--- src/rtl/cnter_mod_nbit.sv ---
// Modulo-MOD up/down counter with synchronous clear/load, wrap or saturate at
// the boundaries, a cascadable terminal-count output and one-cycle OVF/ERR pulses.
module cnter_mod_nbit #(
  parameter int N   = 4,
  parameter int MOD = 10,
  parameter int SAT = 0
) (
  input  logic         clk,
  input  logic         RESET_N,
  input  logic         CLR,
  input  logic         LD,
  input  logic         EN,
  input  logic         UP,
  input  logic [N-1:0] DIN,
  output logic [N-1:0] COUNT,
  output logic         TC,
  output logic         OVF,
  output logic         ERR
);

  if (N < 2 || N > 16) begin : g_bad_n
    $error("cnter_mod_nbit: N=%0d outside 2..16", N);
  end
  if (MOD < 2 || MOD > (1 << N)) begin : g_bad_mod
    $error("cnter_mod_nbit: MOD=%0d outside 2..2^N", MOD);
  end
  if (SAT != 0 && SAT != 1) begin : g_bad_sat
    $error("cnter_mod_nbit: SAT=%0d must be 0 or 1", SAT);
  end

  // Top count value held with one guard bit so MOD = 2^N compares cleanly.
  localparam logic [N:0] MAX_EXT = (N+1)'(MOD - 1);

  logic [N:0]   count_ext;
  logic [N:0]   din_ext;
  logic [N:0]   next_ext;
  logic [N-1:0] count_d;
  logic         at_max;
  logic         at_zero;
  logic         din_bad;
  logic         ovf_d;
  logic         err_d;

  assign count_ext = {1'b0, COUNT};
  assign din_ext   = {1'b0, DIN};
  assign at_max    = (count_ext == MAX_EXT);
  assign at_zero   = (COUNT == '0);
  assign din_bad   = (din_ext > MAX_EXT);

  always_comb begin
    next_ext = count_ext;
    ovf_d    = 1'b0;
    err_d    = 1'b0;
    if (CLR) begin
      next_ext = '0;
    end else if (LD) begin
      if (din_bad) begin
        next_ext = MAX_EXT;
        err_d    = 1'b1;
      end else begin
        next_ext = din_ext;
      end
    end else if (EN) begin
      if (UP) begin
        if (at_max) begin
          ovf_d = 1'b1;
          if (SAT == 0) next_ext = '0;
        end else begin
          next_ext = count_ext + 1'b1;
        end
      end else begin
        if (at_zero) begin
          ovf_d = 1'b1;
          if (SAT == 0) next_ext = MAX_EXT;
        end else begin
          next_ext = count_ext - 1'b1;
        end
      end
    end
  end

  // Guard-bit clamp: the registered count can never leave 0..MOD-1.
  assign count_d = (next_ext > MAX_EXT) ? MAX_EXT[N-1:0] : next_ext[N-1:0];

  always_ff @(posedge clk or negedge RESET_N) begin
    if (!RESET_N) begin
      COUNT <= '0;
      OVF   <= 1'b0;
      ERR   <= 1'b0;
    end else begin
      COUNT <= count_d;
      OVF   <= ovf_d;
      ERR   <= err_d;
    end
  end

  assign TC = EN & ~CLR & ~LD & ((UP & at_max) | (~UP & at_zero));

endmodule

--- config.mk ---
export PLATFORM = sky130hd
export DESIGN_NAME = cnter_mod_nbit
export DESIGN_NICKNAME = d
export VERILOG_FILES = /design/src/rtl/cnter_mod_nbit.sv
export SDC_FILE = /design/constraint.sdc
export NUM_CORES = 1
export LEC_CHECK = 0
export CORE_AREA = 2 2 39 41
export DETAILED_ROUTE_END_ITERATION = 10
export DIE_AREA = 0 0 41 43
export PLACE_DENSITY = 0.74
export SLEW_MARGIN = 20
export SYNTH_ARGS = -nofsm -noshare
export SYNTH_HDL_FRONTEND = slang
export SYNTH_SLANG_ARGS = --single-unit
--- constraint.sdc ---
create_clock -name clk -period 5.9 [get_ports clk]
set_clock_uncertainty 0.1 [all_clocks]
set_input_delay 1.18 -clock clk [delete_from_list [all_inputs] [get_ports clk]]
set_output_delay 1.18 -clock clk [all_outputs]
set_load 0.005 [all_outputs]
==> results.json, run 1 <==
{
  "syn_inst": 73,
  "synth_edf_count": 0,
  "ys_seq_elements": 6,
  "coreArea_mm2": 0.00138,
  "cap_viol_max_count": 0,
  "wl_mm": 1.40,
  "htreeDepth": 1,
  "start_util_pct": 41.9,
  "peakVddDrop_mv": 0.179,
  "cts_buffers": 3,
  "diodes": 0,
  "slowest_delay_ps": 520,
  "ff2ff_path_depth": 7,
  "cp_cell_sequence": "clkdlybuf4s50_1 > nor2_1 > nand2_1 > nor3_1 > clkdlybuf4s50_1",
  "crit_type": "in2out",
  "netlist_area_um2": 579,
  "ys_warn_count": 0,
  "end_kind": "primary output",
  "leakage_nw": 0.334,
  "p_total_uw": 136,
  "crit_path_frequent_cell": "clkdlybuf4s50_1",
  "viasPerCell": 5.70,
  "die_w_um": 41,
  "nNetsFinal": 105,
  "cts.sinks": 6,
  "maxSlewViolCount": 0,
  "dp_hpwl_mm": 1.12,
  "tightest_slew_ps": 386,
  "cp_slowest_cell": "clkdlybuf4s50_1",
  "r2r_setup_slack_ps": 3730,
  "reg2reg_from": "COUNT[0]",
  "drt_iter0_drc": 19,
  "clock_latency_ps": 240,
  "hold_violations": 0,
  "hold_path_class": "reg2reg",
  "hold_path_depth": 1,
  "dieArea_mm2": 0.00176,
  "io_pins": 17,
  "cpLargestDelayFamily": "buffers and inverters",
  "cts_tree": "done",
  "drive_above_1_share_pct": 7.87,
  "io_buffers": 16,
  "post-route-period-util_pct": 69.8,
  "start_kind": "input port",
  "powerDensity_mw_per_mm2": 177,
  "postCtsSetupBuffers": 0,
  "max_freq_ghz": 0.243,
  "area_growth_pct": 32.8,
  "grt_pass1_wl_mm": 2.32,
  "post_cts_resized": 0,
  "grt_setup_unrepaired": "no",
  "vias": 599,
  "fillers": 145,
  "syn_nets": 87,
  "hold_end": "OVF",
  "tns_ps": 0,
  "wl_per_cell_um": 13.3,
  "period_needed_ps": 4120,
  "cp_num_buf_inv": 2,
  "clkTransAtPathRegs_ps": 40,
  "syn_area_per_cell_um2": 7.94,
  "ys_types": 30,
  "crit_required_ps": 4620,
  "hold_ws_ps": 632,
  "pre_cts_ws_ps": 1770,
  "regToRegEndpoint": "COUNT[0]",
  "worst_slack_ps": 1780,
  "drtPass1Iterations": 4,
  "relSlewSlack_pct": 74.2,
  "antenna_found_initial": 0,
  "clockBufferDepth": 2,
  "cp_data_arrival_time_ps": 2840,
  "rows": 14,
  "crit_path_max_fanout": 7,
  "status": "finished clean",
  "synthFlopType": "dfrtp_1",
  "gp_congestion": 0.847,
  "ctsHoldBuffers": 0,
  "ant_nets": 0,
  "grt_pass1_vias": 541,
  "hp-start": "COUNT[2]",
  "overflow": 0,
  "synth-seq-area-share_pct": 25.9,
  "cts_root_buffer": "clkbuf_4",
  "drc_errors": 0,
  "grt_start_max_net_pins": 16,
  "grt_usage_pct": 18.9,
  "fp.dieH_um": 43,
  "async_flop_share_pct": 100,
  "finalSetupViolations": 0
}
cell type report:
type                       instances  area (um^2)  area share [%]
clock buffer                       3         22.5            2.93
multi-input combinational         57          390            50.7
inverter                           7         26.3            3.41
sequential                         6          150            19.5
timing repair buffer              16          160            20.8
tap                               16         20.0            2.60
cell usage after synthesis (2+ instances only):
cell type / instances / area share, %
a21oi_1: 5 / 4.3
a211oi_1: 2 / 2.6
a31o_2: 2 / 3.0
a21o_1: 2 / 2.6
nor2b_1: 2 / 2.2
a32o_1: 2 / 3.5
nor2_1: 5 / 3.2
dfrtp_1: 6 / 26
clkbuf_1: 2 / 1.3
nand2b_1: 3 / 3.2
inv_1: 7 / 4.5
o21bai_1: 2 / 2.6
nor3_1: 3 / 2.6
o21ai_0: 4 / 3.5
nor3b_1: 2 / 2.6
nand2_1: 6 / 3.9
ha_1: 4 / 8.6
a31oi_1: 2 / 2.2
metrics by stage:
stage	utilization [%]	instance area [um^2]	cells
after floorplan	-	579	73
after global placement	54.0	747	102
after detailed placement	54.0	747	102
after CTS	55.6	769	105
after global routing	55.6	769	105
final	55.6	769	105
cells in the final DEF (no fill, tap or decap):
master           instances
nand2_1                  6
and3b_1                  1
nor2_1                   5
o311a_1                  1
ha_1                     4
o221ai_1                 1
a31o_2                   2
and4_1                   1
or4b_1                   1
clkbuf_4                 3
a32o_2                   1
nor2b_1                  2
a21oi_1                  5
nor3b_1                  2
a2111o_1                 1
o31a_1                   1
inv_1                    7
a32o_1                   2
nand3_1                  1
nand2b_1                 3
nor2b_2                  1
dfrtp_1                  6
nand4_1                  1
a21o_1                   2
o21ai_0                  4
clkdlybuf4s50_1         16
a31oi_1                  2
a211oi_1                 2
nor3_1                   3
o21bai_1                 2
report_power, final:
part	leakage [nW]	total, mW	internal (mW)	switching, mW
Clock	0.0138	0.0355	0.0229	0.0126
Combinational	0.240	0.0505	0.0265	0.0240
Sequential	0.0800	0.0505	0.0441	0.00643
Total	0.334	0.136	0.0935	0.0430
metal layers:
metal	share of wire [%]	vias up	routed length, um	GRT usage [%]
met5	0	-	0	0
met4	1.0	0	14	8.00
met3	2.8	2	39	1.57
met2	49	15	687	27.8
met1	47	277	659	27.5
li1	-	305	-	-
cell families after synthesis:
group / Yosys count / share of synthesized area (%)
AOI/OAI and AO/OA: 26 / 32.8
adders and majority gates: 4 / 8.64
buffers and inverters: 10 / 6.70
DFF: 6 / 25.9
and+or+nand+nor: 27 / 25.9
worst register-to-register path: cells and delay by family, from the launching register on:
kind / cells / cell delay, ps
adder cells (fa/ha/maj): 1 / 300
buffers and inverters: 2 / 240
AO/OA/AOI/OAI: 4 / 940
flip-flops: 1 / 450
worst max path at each step:
stage,startpoint,to,slack [ps],cells after the start
5_1_grt,LD,TC,1640,5
2_1_floorplan,LD,TC,2860,3
6_report,LD,TC,1780,5
4_1_cts,LD,TC,1770,5
3_3_place_gp,LD,TC,1800,5
3_5_place_dp,LD,TC,1770,5
flip-flops by register name, summed over array words and instances (netlist names):
name and cells:
COUNT 4, OVF 1, ERR 1
Power figures use the tool's default switching activity.
==> run 2: changes to the inputs <==
--- a/config.mk
+++ b/config.mk
@@ -5,10 +5,9 @@
 export SDC_FILE = /design/constraint.sdc
 export NUM_CORES = 1
 export LEC_CHECK = 0
-export CORE_AREA = 2 2 39 41
+export CORE_UTILIZATION = 40
 export DETAILED_ROUTE_END_ITERATION = 10
-export DIE_AREA = 0 0 41 43
-export PLACE_DENSITY = 0.74
+export PLACE_DENSITY = 0.72
 export SLEW_MARGIN = 20
 export SYNTH_ARGS = -nofsm -noshare
 export SYNTH_HDL_FRONTEND = slang
==> constraint.sdc (replaced) <==
create_clock -name clk -period 3.5 [get_ports clk]
set_clock_uncertainty 0.1 [all_clocks]
set_input_delay 0.7 -clock clk [delete_from_list [all_inputs] [get_ports clk]]
set_output_delay 0.7 -clock clk [all_outputs]
set_load 0.005 [all_outputs]
==> results.json, run 2 (synthesized netlist as in run 1, its figures left out) <==
{
  "vias": 596,
  "io_pins": 17,
  "cts_root_buffer": "clkbuf_4",
  "status": "finished clean",
  "cp_slowest_cell": "clkdlybuf4s50_1",
  "ant_nets": 0,
  "largest_reg_flops": 4,
  "die_w_um": 40.1,
  "maxSlewViolCount": 0,
  "dieArea_mm2": 0.00160,
  "grt_usage_pct": 18.4,
  "hold_violations": 0,
  "nNetsFinal": 106,
  "regMostFlops": "COUNT",
  "grt_setup_unrepaired": "no",
  "wl_mm": 1.28,
  "postCtsSetupBuffers": 0,
  "p_total_uw": 229,
  "viasPerCell": 5.68,
  "grt_pass1_vias": 503,
  "fp.dieH_um": 40.1,
  "post-route-period-util_pct": 85.7,
  "leakage_nw": 0.339,
  "overflow": 0,
  "crit_path_frequent_cell": "clkdlybuf4s50_1",
  "ctsHoldBuffers": 0,
  "io_buffers": 16,
  "drive_above_1_share_pct": 8.89,
  "clkTransAtPathRegs_ps": 40,
  "reg2reg_from": "COUNT[0]",
  "start_kind": "input port",
  "period_needed_ps": 3000,
  "coreArea_mm2": 0.00132,
  "hold_ws_ps": 598,
  "area_growth_pct": 33.9,
  "diodes": 0,
  "final_util_pct": 58.9,
  "tightest_slew_ps": 408,
  "post_cts_resized": 0,
  "dp_hpwl_mm": 1.03,
  "top_regs": "COUNT (4), ERR (1), OVF (1)",
  "clockBufferDepth": 2,
  "peakVddDrop_mv": 0.331,
  "crit_type": "in2out",
  "final_common_cell": "clkdlybuf4s50_1",
  "crit_path_max_fanout": 10,
  "cp_data_arrival_time_ps": 2200,
  "max_freq_ghz": 0.333,
  "layout_common_cells": "clkdlybuf4s50_1 (16), inv_1 (7), dfrtp_1 (6), nand2_1 (6)",
  "grt_pass1_wl_mm": 2.00,
  "powerDensity_mw_per_mm2": 295,
  "finalSetupViolations": 0,
  "wl_per_cell_um": 12.2,
  "cts_buffers": 3,
  "drc_errors": 0,
  "clock_latency_ps": 240,
  "rows": 13,
  "crit_start": "UP",
  "grt_start_max_net_pins": 16,
  "cts_tree": "done",
  "hold_path_class": "in2async",
  "antenna_found_initial": 0,
  "slowest_delay_ps": 660,
  "start_util_pct": 44.0,
  "crit_required_ps": 2700,
  "end_kind": "primary output",
  "htreeDepth": 1,
  "relSlewSlack_pct": 72.8,
  "gp_congestion": 0.808,
  "cts.sinks": 6,
  "tns_ps": 0,
  "cap_viol_max_count": 0,
  "drtPass1Iterations": 4,
  "drt_iter0_drc": 23,
  "cp_cell_sequence": "clkdlybuf4s50_1 > a31oi_1 > nor3_1 > clkdlybuf4s50_1"
}
## run 2: where the power goes
group          switching, mW  internal [mW]  leakage (nW)
Sequential            0.0108         0.0743        0.0800
Combinational         0.0391         0.0454         0.245
Clock                 0.0208         0.0385        0.0138
Total                 0.0706          0.158         0.339
## run 2: final timing paths
check / end / slack (ps) / depth (start not counted)
min reg2reg: OVF / 640 / 1
max: TC / 500 / 4
max reg2reg: COUNT[0] / 1440 / 6
max in group asynchronous: COUNT[1] / 2500 / 1
min in group clk: OVF / 640 / 1
min: OVF / 600 / 1
## run 2: worst max-delay path, delay by kind of cell
kind                   cells  cell delay [ps]
buffers and inverters      2             1180
AOI/OAI and AO/OA          1              160
and+or+nand+nor            1              150
## run 2: layout make-up
cell class	instances	area (um^2)
flip-flops and latches	6	150
repair buffers	17	168
inverters	7	26.3
multi-input cells	57	390
clock buffers	3	22.5
well taps	15	18.8
fillers	129	542
## run 2: per-stage QoR
| stage | cell area [um^2] | setup WS (ps) | std cells |
|---|---|---|---|
| after floorplan | 579 | 1410 | 73 |
| after global placement | 753 | 525 | 102 |
| after detailed placement | 753 | 519 | 102 |
| after CTS | 776 | 512 | 105 |
| after global routing | 776 | 415 | 105 |
| final | 776 | 501 | 105 |
## run 2: layer usage
layer | part of all wire (%) | vias up | global-route usage, % | routed length [um]
met3 | 4.8 | 0 | 5.00 | 61
li1 | - | 304 | - | -
met1 | 48 | 269 | 24.1 | 615
met2 | 47 | 23 | 30.6 | 606
met4 | 0 | 0 | 2.59 | 0
met5 | 0 | - | 0 | 0
==> run 3: changes to the inputs <==
--- a/config.mk
+++ b/config.mk
@@ -5,6 +5,7 @@
 export SDC_FILE = /design/constraint.sdc
 export NUM_CORES = 1
 export LEC_CHECK = 0
+export CAP_MARGIN = 10
 export CORE_UTILIZATION = 40
 export DETAILED_ROUTE_END_ITERATION = 10
 export PLACE_DENSITY = 0.72
==> results of run 3 <==
Same layout as run 2: the final DEF is identical, and so are final timing and power.
